==> src/rtl/bus_arbiter_2m.sv <==
// rtl/bus_arbiter_2m.sv - two-master fixed-latency bus arbiter with burst fairness and lock
module bus_arbiter_2m #(
    parameter int ADDR_W    = 32,
    parameter int DATA_W    = 32,
    parameter int MAX_BURST = 4
) (
    input  logic              clk,
    input  logic              reset,
    input  logic              req_m0,
    input  logic              req_m1,
    input  logic              lock_m0,
    input  logic              lock_m1,
    input  logic              we_m0,
    input  logic              we_m1,
    input  logic [ADDR_W-1:0] addr_m0,
    input  logic [ADDR_W-1:0] addr_m1,
    input  logic [DATA_W-1:0] wd_m0,
    input  logic [DATA_W-1:0] wd_m1,
    output logic              gnt_m0,
    output logic              gnt_m1,
    output logic              rvalid_m0,
    output logic              rvalid_m1,
    output logic [DATA_W-1:0] rd_m0,
    output logic [DATA_W-1:0] rd_m1,
    output logic              we_s,
    output logic [ADDR_W-1:0] addr_s,
    output logic [DATA_W-1:0] wd_s,
    input  logic [DATA_W-1:0] rd_s
);

    localparam logic [1:0] ST_IDLE = 2'd0;
    localparam logic [1:0] ST_OWN0 = 2'd1;
    localparam logic [1:0] ST_OWN1 = 2'd2;

    localparam logic [3:0] LP_MAX_BURST = 4'(MAX_BURST);

    logic [1:0] r_owner;
    logic [3:0] r_cnt;
    logic       r_last;
    logic       r_rvalid_m0;
    logic       r_rvalid_m1;

    logic       w_gnt_m0;
    logic       w_gnt_m1;
    logic       w_burst_ok;
    logic [3:0] w_cnt_inc;

    // The current owner may keep the bus while it is still under its burst allowance.
    assign w_burst_ok = (r_cnt < LP_MAX_BURST);
    assign w_cnt_inc  = (r_cnt == 4'hF) ? r_cnt : r_cnt + 4'd1;

    // Grant decision: owner keeps the bus on lock, no contention or remaining burst;
    // from IDLE a tie goes to the master that was not granted most recently.
    always_comb begin
        w_gnt_m0 = 1'b0;
        w_gnt_m1 = 1'b0;
        if (!reset) begin
            case (r_owner)
                ST_OWN0: begin
                    if (req_m0 && (lock_m0 || !req_m1 || w_burst_ok)) begin
                        w_gnt_m0 = 1'b1;
                    end else if (req_m1) begin
                        w_gnt_m1 = 1'b1;
                    end
                end
                ST_OWN1: begin
                    if (req_m1 && (lock_m1 || !req_m0 || w_burst_ok)) begin
                        w_gnt_m1 = 1'b1;
                    end else if (req_m0) begin
                        w_gnt_m0 = 1'b1;
                    end
                end
                default: begin
                    if (req_m0 && req_m1) begin
                        w_gnt_m0 = r_last;
                        w_gnt_m1 = ~r_last;
                    end else begin
                        w_gnt_m0 = req_m0;
                        w_gnt_m1 = req_m1;
                    end
                end
            endcase
        end
    end

    // Ownership, burst count and last-granted tracking.
    always_ff @(posedge clk or posedge reset) begin
        if (reset) begin
            r_owner <= ST_IDLE;
            r_cnt   <= 4'd0;
            r_last  <= 1'b1;
        end else if (w_gnt_m0) begin
            r_owner <= ST_OWN0;
            r_last  <= 1'b0;
            r_cnt   <= (r_owner == ST_OWN0) ? w_cnt_inc : 4'd1;
        end else if (w_gnt_m1) begin
            r_owner <= ST_OWN1;
            r_last  <= 1'b1;
            r_cnt   <= (r_owner == ST_OWN1) ? w_cnt_inc : 4'd1;
        end else begin
            r_owner <= ST_IDLE;
            r_cnt   <= 4'd0;
        end
    end

    // Read data returns one cycle after a read grant; writes produce no rvalid.
    always_ff @(posedge clk or posedge reset) begin
        if (reset) begin
            r_rvalid_m0 <= 1'b0;
            r_rvalid_m1 <= 1'b0;
        end else begin
            r_rvalid_m0 <= w_gnt_m0 & ~we_m0;
            r_rvalid_m1 <= w_gnt_m1 & ~we_m1;
        end
    end

    assign gnt_m0    = w_gnt_m0;
    assign gnt_m1    = w_gnt_m1;
    assign rvalid_m0 = r_rvalid_m0;
    assign rvalid_m1 = r_rvalid_m1;
    assign rd_m0     = r_rvalid_m0 ? rd_s : '0;
    assign rd_m1     = r_rvalid_m1 ? rd_s : '0;

    assign we_s   = (w_gnt_m0 & we_m0) | (w_gnt_m1 & we_m1);
    assign addr_s = w_gnt_m0 ? addr_m0 : (w_gnt_m1 ? addr_m1 : '0);
    assign wd_s   = w_gnt_m0 ? wd_m0 : (w_gnt_m1 ? wd_m1 : '0);

endmodule

==> config.mk <==
export PLATFORM = sky130hd
export DESIGN_NAME = bus_arbiter_2m
export DESIGN_NICKNAME = d
export VERILOG_FILES = /design/src/rtl/bus_arbiter_2m.sv
export SDC_FILE = /design/constraint.sdc
export NUM_CORES = 1
export LEC_CHECK = 0
export ABC_CLOCK_PERIOD_IN_PS = 3800
export BUFFER_PORTS_ARGS = -buffer_cell sky130_fd_sc_hd__buf_2
export CORE_AREA = 2 2 115 117
export DETAILED_ROUTE_END_ITERATION = 10
export DIE_AREA = 0 0 117 119
export HOLD_SLACK_MARGIN = 0.06
export PLACE_DENSITY_LB_ADDON = 0.25
export SYNTH_ARGS = -nofsm -noshare
export SYNTH_HDL_FRONTEND = slang
export SYNTH_SLANG_ARGS = --single-unit
export TNS_END_PERCENT = 5
==> constraint.sdc <==
create_clock -name clk -period 3.8 [get_ports clk]
set_input_delay 0.38 -clock clk [delete_from_list [all_inputs] [get_ports clk]]
set_output_delay 0.38 -clock clk [all_outputs]
set_load 0.005 [all_outputs]
[Word-level counts from Yosys, hierarchy flattened]
Index checks and enable logic that the tools add are counted.
Storage, ports and cells
  register bits after elaboration: 9
  bits of input ports: 168
  output and inout port bits: 133
Cells by class
  reductions and logical operators: 10
  muxes and demuxes: 27
  add/subtract/negate cells: 1
  eq/ne operators: 3
  order comparisons: 1
  bitwise operators: 8
Operators with widths (count)
  2-to-1 mux 32 bit: 6
  2-to-1 mux 4 bit: 5
  2-to-1 mux 1 bit: 12
  adder 4 x 1 -> 4 bit (second input constant): 1
  bitwise AND 1 bit: 4
  equality test 4 bit (second input constant): 1
  logical OR 1 bit: 4
  < comparator 4 x 3 -> 1 bit (second input constant): 1
  2-to-1 mux 2 bit: 2
  case mux 1 bit (2 select lines): 2
  logical AND 1 bit: 3
  inverter 1 bit: 3
  equality test 2 x 1 -> 1 bit (second input constant): 1
  equality test 2 bit (second input constant): 1
  logical NOT 1 bit: 2
  nonzero test 2 bit: 1
  bitwise OR 1 bit: 1

[Longest topological paths before layout]
  depth after elaboration: 9
  mapped depth: 10
  gate-level depth less buffers: 8

[Worst setup path before layout]
OpenSTA, ideal clock, no wires.
  kind: reg2out
  start: register r_owner[0]
  end: output addr_s[24]
  arrival: 1990 ps
  stages on the path, launching flop included: 9
  data required time: 3420 ps
  path slack: 1430 ps
  cell sequence: dfrtp_1 inv_1 ha_1 and4bb_1 and3b_1 o31ai_4 clkbuf_1 nand3_1 nand2_1
On the way
  longest elaborated chain between the ends: 5
RTL lines
  start: declaration: line 37  | logic [1:0] r_owner;
  start signal: assignment: line 89  | r_owner <= ST_IDLE;
  start signal: assignment: line 93  | r_owner <= ST_OWN0;
  start signal: assignment: line 97  | r_owner <= ST_OWN1;
  equality test 2 bit / equality test 2 x 1 -> 1 bit (equally long branches): line 58  | case (r_owner)
  case mux 1 bit (2 select lines): line 58
  2-to-1 mux 1 bit: line 57  | if (!reset) begin
  2-to-1 mux 32 bit: line 125  | assign addr_s = w_gnt_m0 ? addr_m0 : (w_gnt_m1 ? addr_m1 : '0);
  2-to-1 mux 32 bit (*): line 125
  end: declaration: line 26  | output logic [ADDR_W-1:0] addr_s,
Mark *: on every way between the ends. The rest lies on a longest branch, timed or not.

[Worst setup path in the final report]
  start: register r_owner[0]
  end: output addr_s[30]
The elaborated chain is that of the path after synthesis.

==> results.md <==
- Status: finished, final reports clean
- Seq cells post-synth: 9
- Final Routed Wirelength: 9.24 mm
- XOR/XNOR Fraction of Synth Area: less than 1%
- R2r startpoint: r_owner[0]$_DFF_PP0_
- Final hold slack: 148 ps
- Syn Std Cell Area: 1970 µm²
- Worst Reg-to-Reg Cells: 8
- Total die area: approximately 14000 µm²
- Layout cells sized above 1: 50.2%
- Hold Fails Final Rpt: 0
- Worst-path cell chain: inv_1, ha_1, and4bb_1, and3b_1, o31ai_4, buf_4, nand3_1, nand2_1, buf_2
- CP Depth: 9
- Critical Path RT: 3420 ps
- Clock root buffer: clkbuf_16
- CP startpoint kind: flop
- Initial Utilization: between 15 and 20%
- Routed WL per cell: 11.5 µm
- PwrDens: 247 nW/µm²
- Pre-antenna DRT Iters: 4
- Final instance area: 3660 µm²
- Clock Tree Buf Depth: 2
- Rows: 42
- Clock-pin slew on the worst setup and hold paths: 40 ps
- Nature of the critical path endpoint: output port
- Crit path to: addr_s[30]
- Avg Synthesized Cell Area: 5.71 µm²
- GRT overflow: 0
- H-tree Lvls: 1
- DP HPWL: about 7.6 mm
- Slowest Stage Delay on Critical Path: 440 ps
- Initial antenna violation count: 0
- Die W: 117 µm
- Setup TNS: 0 ps
- TritonCTS buffer count: 3
- Port-buffer cells: 300
- Via-to-Cell Ratio: 4.00
- Area grow syn2layout: 86.0%
- Mux share of post-synthesis cell area: 0.508%
- # resized after CTS: 0
- Clk_skew: around 4.9 ps
- Leakage power total: roughly 2.4 nW
- N_diodes: 0
- Hold/Removal Path Class: primary input to asynchronous set/reset pin
- RSZ-0062 raised after global routing: false
- Largest delay share family, worst path: simple AND/OR/NAND/NOR gates
- Post-synthesis simple-gate area fraction: 69.2%
- Slew HR: a little over half
- Post-DP Area: 3580 µm²
- WS Path Type: flop to output port
- Worst IR Drop VDD: 0.105 mV
- Worst Tran Pin Value: 716 ps
- Largest family of logic cells by synthesized area: simple AND/OR/NAND/NOR gates
- Nets: 800
- CTS tree: done
- Synth Area in Compound Gates: 6.99%
- # setup viols final: 0
- WP data arrival: 2540 ps
- Largest net degree at the start of global routing: 47
- Placer congestion estimate: 0.751
- Cells after Synth: 345
- Yosys cell types: 31
- Synth Area in Adders: 1.91%
- Chip height: between 100 and 150 µm
- Latest clock arrival within the worst-skew pair: 240 ps
- Slew Limit Fails: 0
- Sinks on the clock net: 9
- First-pass GRT wire length: 13.1 mm
- Number of global-route vias before repair: 2752
- Syn_nets: 516
- Fmax achieved: between 0.3 and 0.4 GHz
- Core area: 12900 µm²
- Worst path slowest cell: buf_4
- I/O Pins: 301
- CP startpoint: r_owner[0]$_DFF_PP0_
- Total GRT Usage: 11.9%
- Tmin final: 2920 ps
- Max cap viols: 0
- Sequential element share of the synthesized area: 11.5%
- Setup bufs post-CTS: 0
- WP buf/inv: 3
- Total power: between 0.9 and 1 mW
- Worst flop-to-flop path endpoint: r_cnt[3]$_DFF_PP0_
- Hold_buf cts: 0
- DR DRC count: 0
- Synth warn: 0
- Routed via count: 3220
- Worst R2R Setup Slack: roughly 1500 ps
- Drt first-iter violations: 87
- Final period utilization: between 70 and 80%
- Final ANT Viol Nets: 0
- Crit-path max FO: 46
## flip-flops by register name, summed over array words and instances, names as in the netlist
name,cells
rvalid_m1,1
r_cnt,4
r_last,1
rvalid_m0,1
r_owner,2
## worst min path at each step
stage | from | endpoint | slack, ps | cells after the start
6_report | reset | r_owner[0]$_DFF_PP0_ | 150 | 2
3_5_place_dp | reset | r_owner[0]$_DFF_PP0_ | 410 | 2
5_1_grt | reset | r_owner[1]$_DFF_PP0_ | 170 | 2
4_1_cts | reset | r_owner[0]$_DFF_PP0_ | 160 | 2
3_3_place_gp | reset | r_owner[0]$_DFF_PP0_ | 420 | 2
2_1_floorplan | reset | r_cnt[0]$_DFF_PP0_ | 210 | 1
## synthesized netlist by cell type (all sizes together)
library cell  count  share of area (%)
clkbuf           12                2.3
a22o              1               0.44
nand2           133                 25
a32oi             1               0.44
and2             65                 21
dfstp             1                1.3
a211oi            1               0.38
inv               6                1.1
a21oi             1               0.25
o21a              1               0.44
or3b              1               0.44
a311oi            2                1.2
nor2              9                1.7
o31ai             1                1.1
nand3            67                 17
o211ai            1               0.38
and3b             2               0.89
mux2i             1               0.51
buf              15                6.0
and4bb            2                1.3
nor2b             4                1.3
nand2b            1               0.32
a2111oi           1                1.4
dfrtp             8                 10
a31oi             3               0.95
ha                3                1.9
nor3              1               0.25
xnor2             1               0.44
## layout by cell type (no fill, tap or decap), types with 2 or more instances in the layout
master	Yosys	final
buf_4	0	5
nor2_1	9	9
dfrtp_1	8	8
a31oi_1	3	3
nand3_1	67	67
nor2b_1	4	4
ha_1	3	3
inv_1	5	5
and3b_1	2	2
nand2_1	133	133
and4bb_1	2	2
buf_2	8	300
and2_1	65	65
clkbuf_16	0	3
## metrics by stage
| stage | cells | util [%] | setup slack [ps] |
|---|---|---|---|
| finish | 804 | 28.5 | 882 |
| global route | 804 | 28.5 | 730 |
| CTS | 804 | 28.5 | 882 |
| detailed placement | 800 | 27.8 | 1150 |
| global placement | 800 | 27.8 | 1090 |
| floorplan | 345 | - | 1430 |
## cell type report
class,instances,area (µm²)
Fill cell,1453,9210
Timing Repair Buffer,306,1560
Multi-Input combinational cell,303,1560
Sequential cell,9,226
Tap cell,176,220
Clock buffer,4,78.8
Inverter,6,22.5
## report_power, final
group | leakage, nW | internal (mW) | switching [mW]
Combinational | 2.26 | 0.274 | 0.305
Sequential | 0.119 | 0.114 | 0.0226
Clock | 0.0382 | 0.141 | 0.0483
Total | 2.42 | 0.529 | 0.376
## metal layers
layer	global-route usage, %	vias up	part of all wire (%)
met5	0	-	0
met4	2.06	0	0.51
met3	1.48	4	7.0
met2	26.8	183	58
met1	10.4	1354	34
li1	-	1679	-
## cell families after synthesis
group | count (synthesis)
buffers and inverters | 33
adders and majority gates | 3
DFF | 9
muxes | 1
xor gates and xnor gates | 1
AOI/OAI and AO/OA | 13
and+or+nand+nor | 285
No activity file was read; power rests on OpenSTA's default activity.
